$ cat config.mk
export PLATFORM = sky130hd
export DESIGN_NAME = event_byte_deframer
export DESIGN_NICKNAME = d
export VERILOG_FILES = /design/src/rtl/event_pkg.sv /design/src/rtl/byte_timeout_counter.sv /design/src/rtl/event_byte_deframer.sv
export SDC_FILE = /design/constraint.sdc
export NUM_CORES = 1
export LEC_CHECK = 0
export CORE_MARGIN = 3
export CORE_UTILIZATION = 55
export DETAILED_ROUTE_END_ITERATION = 10
export PLACE_DENSITY = 0.79
export SLEW_MARGIN = 20
export SYNTH_ARGS = -nofsm -noshare
export SYNTH_HDL_FRONTEND = slang
export SYNTH_SLANG_ARGS = --single-unit
export TNS_END_PERCENT = 5
$ cat constraint.sdc
create_clock -name clk_i -period 3 [get_ports clk_i]
set_input_delay 0.6 -clock clk_i [delete_from_list [all_inputs] [get_ports clk_i]]
set_output_delay 0.6 -clock clk_i [all_outputs]
set_load 0.01 [all_outputs]
$ cat src/rtl/event_pkg.sv
// Shared widths, payload layout and FSM state type for the event deframer.
// The CHECK state exists only when EVT_CHECKSUM_EN is defined.
package event_pkg;

    localparam int TS_W    = 34;
    localparam int COORD_W = 14;
    localparam int PL_W    = 64;

    localparam int TS_LSB  = 0;
    localparam int X_LSB   = 34;
    localparam int Y_LSB   = 48;
    localparam int POL_BIT = 62;
    localparam int RSV_BIT = 63;

`ifdef EVT_CHECKSUM_EN
    typedef enum logic [1:0] {
        HUNT,
        PAYLOAD,
        CHECK
    } state_e;
`else
    typedef enum logic [1:0] {
        HUNT,
        PAYLOAD
    } state_e;
`endif

    typedef struct packed {
        logic [TS_W-1:0]    ts;
        logic [COORD_W-1:0] x;
        logic [COORD_W-1:0] y;
        logic               pol;
    } event_t;

    function automatic event_t decode(input logic [PL_W-1:0] w);
        event_t e;
        e.ts  = w[TS_LSB +: TS_W];
        e.x   = w[X_LSB +: COORD_W];
        e.y   = w[Y_LSB +: COORD_W];
        e.pol = w[POL_BIT];
        return e;
    endfunction

endpackage

$ cat src/rtl/byte_timeout_counter.sv
// Idle-cycle counter: flags the LIMIT-th consecutive idle cycle while active.
// A byte in the same cycle wins over expiry.
module byte_timeout_counter #(
    parameter int LIMIT = 1024
) (
    input  logic clk_i,
    input  logic rst_ni,
    input  logic active_i,
    input  logic clear_i,
    output logic expire_o
);

    localparam int CW = (LIMIT > 1) ? $clog2(LIMIT) : 1;

    logic [CW-1:0] cnt_q;
    logic [CW-1:0] cnt_d;

    assign expire_o = active_i && !clear_i &&
                      (cnt_q == CW'(LIMIT - 1));

    always_comb begin
        cnt_d = cnt_q + 1'b1;
        if (!active_i || clear_i || expire_o) begin
            cnt_d = '0;
        end
    end

    always_ff @(posedge clk_i or negedge rst_ni) begin
        if (!rst_ni) begin
            cnt_q <= '0;
        end else begin
            cnt_q <= cnt_d;
        end
    end

endmodule

$ cat src/rtl/event_byte_deframer.sv
// Deframes SYNC + 8 little-endian payload bytes into event fields.
// Define EVT_CHECKSUM_EN to require a trailing XOR checksum byte.
module event_byte_deframer
    import event_pkg::*;
#(
    parameter logic [7:0] SYNC_BYTE      = 8'hA5,
    parameter int         TIMEOUT_CYCLES = 1024
) (
    input  logic               clk_i,
    input  logic               rst_ni,
    input  logic [7:0]         byte_i,
    input  logic               byte_valid_i,
    output logic               byte_ready_o,
    output logic [TS_W-1:0]    timestamp_o,
    output logic [COORD_W-1:0] x_coord_o,
    output logic [COORD_W-1:0] y_coord_o,
    output logic               polarity_o,
    output logic               is_valid_o,
    output logic               frame_err_o,
    output logic [15:0]        err_count_o
);

    state_e          state_q, state_d;
    logic [2:0]      idx_q, idx_d;
    logic [PL_W-1:0] asm_q, asm_d;
    event_t          ev_q, ev_d;
    logic            valid_q, valid_d;
    logic            err_q, err_d;
    logic [15:0]     errcnt_q, errcnt_d;
    logic            acc;
    logic            expire;
`ifdef EVT_CHECKSUM_EN
    logic [7:0]      csum_q, csum_d;
`endif

    // No backpressure: ready follows reset release directly.
    assign byte_ready_o = rst_ni;
    assign acc = byte_valid_i && byte_ready_o;

    byte_timeout_counter #(
        .LIMIT (TIMEOUT_CYCLES)
    ) u_timeout (
        .clk_i    (clk_i),
        .rst_ni   (rst_ni),
        .active_i (state_q != HUNT),
        .clear_i  (acc),
        .expire_o (expire)
    );

    always_comb begin
        state_d  = state_q;
        idx_d    = idx_q;
        asm_d    = asm_q;
        ev_d     = ev_q;
        valid_d  = 1'b0;
        err_d    = 1'b0;
`ifdef EVT_CHECKSUM_EN
        csum_d   = csum_q;
`endif
        unique case (state_q)
            HUNT: begin
                if (acc && byte_i == SYNC_BYTE) begin
                    state_d = PAYLOAD;
                    idx_d   = '0;
                    asm_d   = '0;
`ifdef EVT_CHECKSUM_EN
                    csum_d  = '0;
`endif
                end
            end
            PAYLOAD: begin
                if (acc) begin
                    asm_d[{idx_q, 3'b000} +: 8] = byte_i;
                    idx_d = idx_q + 3'd1;
`ifdef EVT_CHECKSUM_EN
                    csum_d = csum_q ^ byte_i;
                    if (idx_q == 3'd7) begin
                        state_d = CHECK;
                    end
`else
                    if (idx_q == 3'd7) begin
                        state_d = HUNT;
                        if (asm_d[RSV_BIT]) begin
                            err_d = 1'b1;
                        end else begin
                            valid_d = 1'b1;
                            ev_d    = decode(asm_d);
                        end
                    end
`endif
                end else if (expire) begin
                    state_d = HUNT;
                    err_d   = 1'b1;
                end
            end
`ifdef EVT_CHECKSUM_EN
            CHECK: begin
                if (acc) begin
                    state_d = HUNT;
                    if (asm_q[RSV_BIT] || byte_i != csum_q) begin
                        err_d = 1'b1;
                    end else begin
                        valid_d = 1'b1;
                        ev_d    = decode(asm_q);
                    end
                end else if (expire) begin
                    state_d = HUNT;
                    err_d   = 1'b1;
                end
            end
`endif
            default: state_d = HUNT;
        endcase
        errcnt_d = errcnt_q;
        if (err_d && errcnt_q != 16'hFFFF) begin
            errcnt_d = errcnt_q + 16'd1;
        end
    end

    always_ff @(posedge clk_i or negedge rst_ni) begin
        if (!rst_ni) begin
            state_q  <= HUNT;
            idx_q    <= '0;
            asm_q    <= '0;
            ev_q     <= '0;
            valid_q  <= 1'b0;
            err_q    <= 1'b0;
            errcnt_q <= '0;
`ifdef EVT_CHECKSUM_EN
            csum_q   <= '0;
`endif
        end else begin
            state_q  <= state_d;
            idx_q    <= idx_d;
            asm_q    <= asm_d;
            ev_q     <= ev_d;
            valid_q  <= valid_d;
            err_q    <= err_d;
            errcnt_q <= errcnt_d;
`ifdef EVT_CHECKSUM_EN
            csum_q   <= csum_d;
`endif
        end
    end

    assign timestamp_o = ev_q.ts;
    assign x_coord_o   = ev_q.x;
    assign y_coord_o   = ev_q.y;
    assign polarity_o  = ev_q.pol;
    assign is_valid_o  = valid_q;
    assign frame_err_o = err_q;
    assign err_count_o = errcnt_q;

endmodule
==> qor.yml, run 1 <==
pwr-share-clk_pct: 42.0
fin_util_pct: 70.0
initial_core_util_pct: 56.9
core_area_um2: 12800
critPathMaxStageDelay_ns: 0.51
crit_path_max_fanout: 54
p_leak_uw: 0.00422
syn_area_um2: 7270
final_nets: 842
synthTopCellsByCount: "dfrtp_1, nand2_1, o21ai_0, nand3_1, mux2i_1"
seq_area_frac_synth_pct: 54.8
r2r_start: "idx_q[1]"
hpwl_um: 11200
wire_per_inst_um: 16.2
cp-end-kind: "flop"
cts_buffers: 17
synth_cells: 738
fin_ws_ns: 0.382
diodes: 0
cp_cell_sequence: "inv_1 -> ha_1 -> nor2b_1 -> buf_4 -> and3_1 -> a2bb2oi_2 -> nand3_4 -> buf_12 -> o21ai_0"
wl_um: 16300
die_w_um: 121
synth_area_per_cell_um2: 9.85
max_freq_mhz: 382
synthAdderAreaFrac_pct: 1.38
fin_setup_tns_ns: 0
drv_cap: 0
power_uw: 4860
p_seq_share_pct: 45.6
setup_viol: 0
grt_max_degree: 123
numClockSinks: 159
required_ns: 3.32
crit_end: "timestamp_o[3]"
ys.flop_type: "dfrtp_1"
cts_setup_buffers: 0
drc: 0
drt_pre_antenna_iters: 5
status: "finished, final reports clean"
die_h_um: 121
cp_data_arrival_time_ns: 2.94
htreeDepth: 4
clk_latency_ns: 0.42
yosysUniqueCellTypes: 49
synth_edf_count: 0
postRouteAntennaNets: 0
area_growth_pct: 23.1
slew_violations: 0
p_int_uw: 3670
finalHoldViolCount: 0
yosys.area_share.simple_pct: 19.5
rows: 41
rsz0062_at_grt: "no"
clock_path_buffers: 2
viasPerCell: 5.58
port_buffers: 92
cts.clk_slew.worst_paths_ns: 0.06
cts_tree: "yes"
pin_count: 93
ys_warn_count: 0
r2r_slack_ns: 0.38
place.gp.congestion: 0.846
slowest_stage: "ha_1"
finalCritPeriodShare_pct: 87.3
overflow: 0
synth_compound_area_share_pct: 10.9
grt_antenna_before_repair: 0
ctsHoldBuffers: 0
dp_slack_ns: 0.398
vdd_drop_max_mv: 0.397
ys_seq_elements: 159
drtIter0Drc: 366
reg2regPathDepth: 9
synth_top_family_by_area: "simple AND/OR/NAND/NOR gates"
syn_nets: 757
grt_pass1_vias: 5542
fill_cells: 962
synth_mux_area_share_pct: 7.61
tightest_slew_ns: 0.635
worstReg2RegEnd: "timestamp_o[3]"
drive_above_1_share_pct: 7.66
synth_xor_xnor_area_share_pct: 2.65
crit_type: "reg -> reg"
dr_total_vias: 5621
cts-resized-gates: 0
synth.most_common_cell: "dfrtp_1"
cts_root_buf: "clkbuf_16"
hp-class: "in -> async"
dieArea_um2: 14600
synth_top_cell_area_share_pct: 54.8
max-slew-margin-rel_pct: 57.6
synth_area_leaders: "dfrtp_1, nand2_1, o21ai_0, mux2i_1, nand3_1"
grt_pass1_wl_um: 27500
async_flop_share_pct: 100
startpoint: "idx_q[1]"
yosys.area.top_type: "dfrtp_1"
powerDensity_nw_per_um2: 544
power_frac_comb_pct: 12.4
netSwitchingFraction_pct: 24.7
start_kind: "flop"
p_switching_uw: 1200
finalCriticalPeriod_ns: 2.62
track_usage_pct: 23.8
fin_skew_ns: 0.00637
worst min-delay path by stage:
stage | startpoint | cells past startpoint | endpoint | slack, ns
floorplan | rst_ni | 0 | asm_q[0] | 0.30
global placement | timestamp_o[18] | 2 | timestamp_o[18] | 0.46
detailed placement | y_coord_o[1] | 2 | y_coord_o[1] | 0.47
CTS | rst_ni | 1 | timestamp_o[29] | 0.08
global route | rst_ni | 1 | timestamp_o[29] | 0.10
finish | rst_ni | 1 | timestamp_o[29] | 0.09
area by class of cell:
type / instances / area [µm²] / share of cell area, %
flip-flops and latches: 159 / 3980 / 44.5
multi-input cells: 529 / 3060 / 34.2
repair buffers: 111 / 1100 / 12.3
clock buffers: 27 / 513 / 5.74
well taps: 172 / 215 / 2.41
clock inverters: 5 / 52.6 / 0.588
inverters: 5 / 18.8 / 0.210
critical path: cells and delay by family (launching register included):
| family | cells | cell delay, ns |
|---|---|---|
| AOI/OAI and AO/OA | 2 | 0.52 |
| DFF | 1 | 0.41 |
| and+or+nand+nor | 3 | 0.52 |
| buffers and inverters | 3 | 0.54 |
| adders and majority gates | 1 | 0.51 |
per-layer routing:
| layer | vias up | track usage (%) | part of all wire [%] |
|---|---|---|---|
| met1 | 2714 | 31.3 | 43 |
| met4 | 0 | 9.84 | 2.4 |
| met2 | 167 | 38.7 | 49 |
| li1 | 2708 | - | - |
| met3 | 32 | 5.03 | 5.2 |
| met5 | - | 0 | 0 |
stage by stage:
| step | cell area, µm² | hold WS (ns) | instances |
|---|---|---|---|
| final | 8940 | 0.0914 | 1008 |
| after CTS | 8940 | 0.0823 | 1008 |
| after global placement | 8380 | 0.462 | 976 |
| after global routing | 8940 | 0.101 | 1008 |
| after floorplan | 7270 | 0.304 | 738 |
| after detailed placement | 8380 | 0.471 | 976 |
power groups by stage:
stage / clock (µW) / combinational (µW) / sequential [µW]
after floorplan: 0 / 407 / 2250
after global placement: 0 / 581 / 2250
after detailed placement: 0 / 601 / 2250
after CTS: 2080 / 606 / 2220
after global routing: 2170 / 664 / 2220
final: 2040 / 603 / 2220
registers in the layout, indices dropped and copies added (netlist names), 3 cells and up:
register,cells
asm_q,64
x_coord_o,14
y_coord_o,14
err_count_o,16
u_timeout.cnt_q,10
timestamp_o,34
idx_q,3
logic make-up (layout without fill, tap and decap cells):
logic type                 after synthesis  count (layout)
buffers and inverters                   50             148
adders and majority gates                8               8
AOI/OAI and AO/OA                      143             143
xor gates and xnor gates                22              22
DFF                                    159             159
muxes                                   55              55
and+or+nand+nor                        301             301
layout by cell type, fill, tap and decap left out, types with 4 or more instances in the layout:
master,netlist,layout
dfrtp_1,159,159
nand2_1,147,147
o21ai_0,109,109
clkdlybuf4s50_1,0,91
nand3_1,64,63
mux2i_1,53,53
nor2_1,31,31
clkbuf_16,0,17
buf_4,2,16
xor2_1,13,13
and3_1,12,12
a21oi_1,11,11
xnor2_1,9,9
and2_1,9,9
a22o_1,8,8
ha_1,8,8
nor3_1,7,7
nand4_1,6,6
inv_1,5,5
o21ai_1,5,5
clkbuf_1,24,5
clkbuf_8,0,5
and4_1,4,4
Note: power is estimated with default switching activity, not from simulation.
==> run 2: changes to the inputs <==
--- a/config.mk
+++ b/config.mk
@@ -9,7 +9,6 @@
 export CORE_UTILIZATION = 55
 export DETAILED_ROUTE_END_ITERATION = 10
 export PLACE_DENSITY = 0.79
-export SLEW_MARGIN = 20
 export SYNTH_ARGS = -nofsm -noshare
 export SYNTH_HDL_FRONTEND = slang
 export SYNTH_SLANG_ARGS = --single-unit
==> results of run 2 <==
Same layout as run 1: the final DEF is identical, and so are final timing and power.
==> run 3: changes to the inputs <==
--- a/config.mk
+++ b/config.mk
@@ -8,7 +8,9 @@
 export CORE_MARGIN = 3
 export CORE_UTILIZATION = 55
 export DETAILED_ROUTE_END_ITERATION = 10
+export GPL_ROUTABILITY_DRIVEN = 0
 export PLACE_DENSITY = 0.79
+export SLEW_MARGIN = 20
 export SYNTH_ARGS = -nofsm -noshare
 export SYNTH_HDL_FRONTEND = slang
 export SYNTH_SLANG_ARGS = --single-unit
==> results of run 3 <==
Same layout as run 1: the final DEF is identical, and so are final timing and power.
